[src/rtl/reg_wb_arbiter_pkg.sv]
// ============================================================================
//  reg_wb_arbiter_pkg : shared CPU constants for register write-back logic
//  Rev 1.0
// ============================================================================
`default_nettype none

package reg_wb_arbiter_pkg;

  localparam int REG_IDX_W = 5;
  localparam int NUM_REGS  = 1 << REG_IDX_W;
  localparam int CPU_XLEN  = 32;

  typedef logic [REG_IDX_W-1:0] reg_idx_t;

  localparam reg_idx_t X0_IDX = '0;

endpackage

`default_nettype wire

[src/rtl/reg_wb_arbiter_scoreboard.sv]
// ============================================================================
//  reg_scoreboard : busy bit per architectural register, set on issue,
//  cleared on long-latency write-back; set takes precedence.  Rev 1.0
// ============================================================================
`default_nettype none

module reg_scoreboard
  import reg_wb_arbiter_pkg::*;
(
  input  logic                clk,
  input  logic                rst,
  input  logic                set_en,
  input  reg_idx_t            set_idx,
  input  logic                clr_en,
  input  reg_idx_t            clr_idx,
  input  reg_idx_t            rd_idx0,
  input  reg_idx_t            rd_idx1,
  output logic                rd_busy0,
  output logic                rd_busy1,
  output logic [NUM_REGS-1:0] busy
);

  logic [NUM_REGS-1:0] busy_r;
  logic [NUM_REGS-1:0] busy_nxt;

  always_comb begin
    busy_nxt = busy_r;
    for (int i = 1; i < NUM_REGS; i++) begin
      if (clr_en && clr_idx == REG_IDX_W'(i)) busy_nxt[i] = 1'b0;
      // Applied after the clear so a same-cycle reservation survives
      if (set_en && set_idx == REG_IDX_W'(i)) busy_nxt[i] = 1'b1;
    end
    busy_nxt[0] = 1'b0;
  end

  always_ff @(posedge clk or posedge rst) begin
    if (rst) busy_r <= '0;
    else     busy_r <= busy_nxt;
  end

  assign busy     = busy_r;
  assign rd_busy0 = busy_r[rd_idx0];
  assign rd_busy1 = busy_r[rd_idx1];

endmodule

`default_nettype wire

[src/rtl/reg_wb_arbiter.sv]
// ============================================================================
//  reg_wb_arbiter : two-port register write-back arbiter with anti-starvation
//  for the long-latency port and a RAW/WAW reservation scoreboard.  Rev 1.0
// ============================================================================
`default_nettype none

module reg_wb_arbiter
  import reg_wb_arbiter_pkg::*;
#(
  parameter int XLEN         = CPU_XLEN,
  parameter int STARVE_LIMIT = 4
) (
  input  logic            clk,
  input  logic            rst,
  input  logic            a_valid,
  input  logic [4:0]      a_rd,
  input  logic [XLEN-1:0] a_data,
  output logic            a_ready,
  input  logic            b_valid,
  input  logic [4:0]      b_rd,
  input  logic [XLEN-1:0] b_data,
  output logic            b_ready,
  input  logic            iss_valid,
  input  logic [4:0]      iss_rd,
  output logic            iss_ready,
  input  logic [4:0]      rs1,
  input  logic [4:0]      rs2,
  output logic            stall,
  output logic [4:0]      rd,
  output logic [XLEN-1:0] writeData,
  output logic            regWrite
);

  localparam int CNT_W = (STARVE_LIMIT < 1) ? 1 : $clog2(STARVE_LIMIT + 1);
  localparam logic [CNT_W-1:0] LIMIT = CNT_W'(STARVE_LIMIT);

  logic [CNT_W-1:0]    starve_cnt;
  logic                force_b;
  logic                iss_fire;
  logic                busy_rs1;
  logic                busy_rs2;
  logic [NUM_REGS-1:0] busy;

  // B overrides A's priority only once it has lost STARVE_LIMIT cycles in a row
  assign force_b   = b_valid && (starve_cnt == LIMIT);
  assign a_ready   = !rst && a_valid && !force_b;
  assign b_ready   = !rst && b_valid && (!a_valid || force_b);
  assign iss_ready = !rst && !busy[iss_rd];
  assign iss_fire  = iss_valid && iss_ready && (iss_rd != X0_IDX);
  assign stall     = busy_rs1 | busy_rs2;

  always_ff @(posedge clk or posedge rst) begin
    if (rst) begin
      starve_cnt <= '0;
    end else if (b_valid && !b_ready) begin
      if (starve_cnt != LIMIT) starve_cnt <= starve_cnt + CNT_W'(1);
    end else begin
      starve_cnt <= '0;
    end
  end

  always_ff @(posedge clk or posedge rst) begin
    if (rst) begin
      rd        <= '0;
      writeData <= '0;
      regWrite  <= 1'b0;
    end else if (a_ready) begin
      rd        <= a_rd;
      writeData <= a_data;
      regWrite  <= (a_rd != X0_IDX);
    end else if (b_ready) begin
      rd        <= b_rd;
      writeData <= b_data;
      regWrite  <= (b_rd != X0_IDX);
    end else begin
      regWrite  <= 1'b0;
    end
  end

  reg_scoreboard u_scoreboard (
    .clk      (clk),
    .rst      (rst),
    .set_en   (iss_fire),
    .set_idx  (iss_rd),
    .clr_en   (b_ready),
    .clr_idx  (b_rd),
    .rd_idx0  (rs1),
    .rd_idx1  (rs2),
    .rd_busy0 (busy_rs1),
    .rd_busy1 (busy_rs2),
    .busy     (busy)
  );

endmodule

`default_nettype wire
[config.mk]
export PLATFORM = sky130hd
export DESIGN_NAME = reg_wb_arbiter
export DESIGN_NICKNAME = d
export VERILOG_FILES = /design/src/rtl/reg_wb_arbiter_pkg.sv /design/src/rtl/reg_wb_arbiter_scoreboard.sv /design/src/rtl/reg_wb_arbiter.sv
export SDC_FILE = /design/constraint.sdc
export NUM_CORES = 1
export LEC_CHECK = 0
export ABC_AREA = 1
export BUFFER_PORTS_ARGS = -buffer_cell sky130_fd_sc_hd__buf_2
export CAP_MARGIN = 10
export CORE_AREA = 3 3 95 97
export DETAILED_ROUTE_END_ITERATION = 7
export DIE_AREA = 0 0 98 100
export PLACE_DENSITY = 0.91
export SLEW_MARGIN = 5
export SYNTH_ARGS = -nofsm -noshare
export SYNTH_HDL_FRONTEND = slang
export SYNTH_HIERARCHICAL = 1
export SYNTH_SLANG_ARGS = --single-unit
export TNS_END_PERCENT = 50
[constraint.sdc]
create_clock -name clk -period 3.34 [get_ports clk]
set_clock_uncertainty 0.2 [all_clocks]
set_input_delay 0.167 -clock clk [delete_from_list [all_inputs] [get_ports clk]]
set_output_delay 0.167 -clock clk [all_outputs]
set_load 0.005 [all_outputs]
==> impl_metrics.json <==
{
  "post-synth-top-area-fraction_pct": 39.7,
  "peakVddDrop_mv": 0.340,
  "dpl_worst_slack_ns": 1.01,
  "drc": 36,
  "end_kind": "register",
  "maxSlewHeadroom_pct": 50.0,
  "clockPowerShare_pct": 31.7,
  "fin_setup_tns_ns": 0,
  "fmaxAchievable_mhz": 347,
  "netlist_instances": 642,
  "dr_total_vias": 5679,
  "grt_pass1_vias": 5644,
  "synthesis.yosys.warnings": 6,
  "power.switching_fraction_pct": 35.4,
  "postRouteWirelength_um": 18900,
  "antenna_found_initial": 0,
  "setup_viol": 0,
  "first_pass_grt_wire_length_um": 29600,
  "power_density_nw_per_um2": 466,
  "crit_required_ns": 3.36,
  "ys_ff_latch": 72,
  "critical_path.startpoint_type": "register",
  "antenna_cells_inserted": 0,
  "die_area_um2": 9800,
  "violated_checks": "DRC",
  "placement.io_buffers": 135,
  "syn_to_final_growth_pct": 35.3,
  "p_int_w": 0.00185,
  "tritoncts": "done",
  "path_class": "reg -> reg",
  "combinationalPowerShare_pct": 26.9,
  "slew_viol_final": 0,
  "cts_made_buffers": 9,
  "ant_nets": 0,
  "post_layout_nets": 936,
  "worst-r2r-setup-slack_ns": 0.46,
  "gp_congestion": 0.967,
  "clk_latency_ns": 0.36,
  "postLayoutSetupSlackWorst_ns": 0.461,
  "sequentialPowerShare_pct": 41.4,
  "cts-root-buf": "clkbuf_8",
  "placeableCoreArea_um2": 8220,
  "arrival_ns": 2.89,
  "timing.critical_path.from": "starve_cnt[0]",
  "initial_utilization_pct": 55.3,
  "detail_route.wl_per_cell_um": 19.9,
  "endpoint": "writeData[12]",
  "syn_avg_cell_area_um2": 7.08,
  "rr_startpoint": "starve_cnt[0]",
  "dp_hpwl_um": 10500,
  "detail_route.vias_per_cell": 5.98,
  "htree_depth": 3,
  "switchingPower_w": 0.00101,
  "worst_r2r_endpoint": "writeData[12]",
  "grt_max_degree": 39,
  "leakage_nw": 3.31,
  "maxCapViolCount": 0,
  "placement_rows": 33,
  "period_minus_slack_ns": 2.88,
  "post_route_fraction_of_the_period_consumed_by_the_critical_path_pct": 86.2,
  "ys_seq_area_share_pct": 39.7,
  "run_status": "complete, but fails checks",
  "number_of_library_cell_types_mapped_by_synthesis": 34,
  "cts_num_sinks": 72,
  "globalRouteOverflowTotal": 0,
  "die_w_um": 98,
  "yosysTopAreaCell": "dfrtp_1",
  "drt_iter0_drc": 783,
  "yosys-top-cells-area": "dfrtp_1 (40%), nand2_1 (18%), nand3_1 (8.3%)",
  "grt.total_usage_pct": 39.1,
  "ys.flop_type": "dfrtp_1",
  "drt_pre_antenna_iters": 8,
  "synth_async_sr_flop_share_pct": 100,
  "rsz0062_at_grt": "no",
  "hold_class": "in -> reg",
  "reg2reg_depth": 9,
  "synth_nets": 738,
  "reg_clk_slew_reported_paths_ns": 0.11,
  "io_pins": 136,
  "chipHeight_um": 100,
  "clock_tree.buffer_depth": 2,
  "quantity_of_gates_resized_following_cts": 0,
  "mappedNetlistArea_um2": 4540,
  "final-hold-violation-count": 0,
  "timing_worst_slew_pin_value_ns": 0.748,
  "synth_edf_count": 0,
  "worstPathMaxFanout": 38,
  "fraction_of_final_layout_cells_sized_beyond_drive_strength_1_pct": 21.8
}
[worst min path at each step]
stage	start	endpoint	slack (ns)	cells after the start
floorplan	rst	u_scoreboard/busy[10]	0.07	1
global placement	rst	writeData[4]	0.03	2
detailed placement	rst	writeData[8]	0.03	2
CTS	b_rd[2]	rd[2]	0.008	3
global route	b_rd[2]	rd[2]	0.03	3
finish	b_rd[2]	rd[2]	0.03	3
[layout make-up]
cell class,count,area [um^2]
Clock buffer,9,124
Inverter,96,382
Tap cell,105,131
Fill cell,539,2070
Timing Repair Buffer,215,1490
Multi-Input combinational cell,446,2090
Clock inverter,7,126
Sequential cell,72,1800
[kinds of logic (layout without fill, tap and decap cells)]
kind of cell | Yosys count | after routing | synth area share (%)
AND/OR/NAND/NOR | 332 | 332 | 30.8
AO/OA/AOI/OAI | 110 | 110 | 14.5
other | 1 | 1 | 0.0825
flip-flops | 72 | 72 | 39.7
XOR/XNOR | 1 | 1 | 0.193
buffers and inverters | 124 | 327 | 14.3
adder cells (fa/ha/maj) | 2 | 2 | 0.551
[Yosys cell counts (3+ instances only)]
| master | n |
|---|---|
| o22ai_1 | 37 |
| nand2_1 | 218 |
| o21ai_0 | 34 |
| inv_2 | 3 |
| buf_8 | 3 |
| nand3_1 | 75 |
| a21oi_2 | 13 |
| dfrtp_1 | 72 |
| inv_1 | 88 |
| nor2_1 | 27 |
| a21oi_1 | 23 |
| buf_6 | 15 |
| buf_2 | 6 |
[critical path: stages, from the launching register on]
cell and delay, ns:
dfrtp_1 0.45, inv_1 0.08, ha_1 0.22, nand3_2 0.08, nand2_2 0.07, nand3_2 0.09, buf_4 0.41, o22ai_1 0.12
dlygate4sd3_1 0.59, a21oi_1 0.41
[state kept, by name, indices dropped and copies added (netlist names)]
signal	cells
rd	5
regWrite	1
starve_cnt	3
u_scoreboard/busy	31
writeData	32
[placed cells by master (no fill, tap or decap), types with 2 or more instances in the layout]
cell / count
nand3_1: 75
a21oi_1: 23
o22ai_1: 37
bufinv_16: 3
dlygate4sd3_1: 77
a21oi_2: 13
inv_2: 4
inv_6: 4
o21ai_0: 34
inv_1: 87
buf_4: 2
dfrtp_1: 72
ha_1: 2
or2_1: 2
inv_8: 2
nand2_1: 218
clkbuf_8: 9
nand4_1: 2
nand3_2: 2
buf_2: 135
nor2_1: 27
[metrics by stage]
stage	util, %	cell area, um^2	hold WS, ns	total power (W)	instances
floorplan	-	4540	0.0705	0.00154	642
global placement	62.1	5100	0.0255	0.00175	856
detailed placement	62.1	5100	0.0324	0.00179	856
CTS	74.5	6120	0.00848	0.00273	949
global route	74.8	6150	0.0314	0.00298	950
finish	74.8	6150	0.0296	0.00286	950
[what timing repair did]
action,CTS,global route
buffers inserted,0,0
hold endpoints to repair,90,0
hold buffers,77,0
[per-layer routing]
layer / up-vias / global-route usage (%) / wire (um)
li1: 2455 / - / -
met1: 2572 / 42.6 / 6200
met4: 0 / 28.4 / 1810
met5: - / 0 / 0
met2: 476 / 65.3 / 8930
met3: 176 / 11.0 / 1980
[power groups by stage]
stage | clock [W] | combinational, W | sequential, W
2_1_floorplan | 0 | 0.000410 | 0.00113
3_3_place_gp | 0 | 0.000595 | 0.00116
3_5_place_dp | 0 | 0.000622 | 0.00117
4_1_cts | 0.000872 | 0.000701 | 0.00115
5_1_grt | 0.000938 | 0.000841 | 0.00120
6_report | 0.000908 | 0.000770 | 0.00119
(Power assumes the default switching activity.)
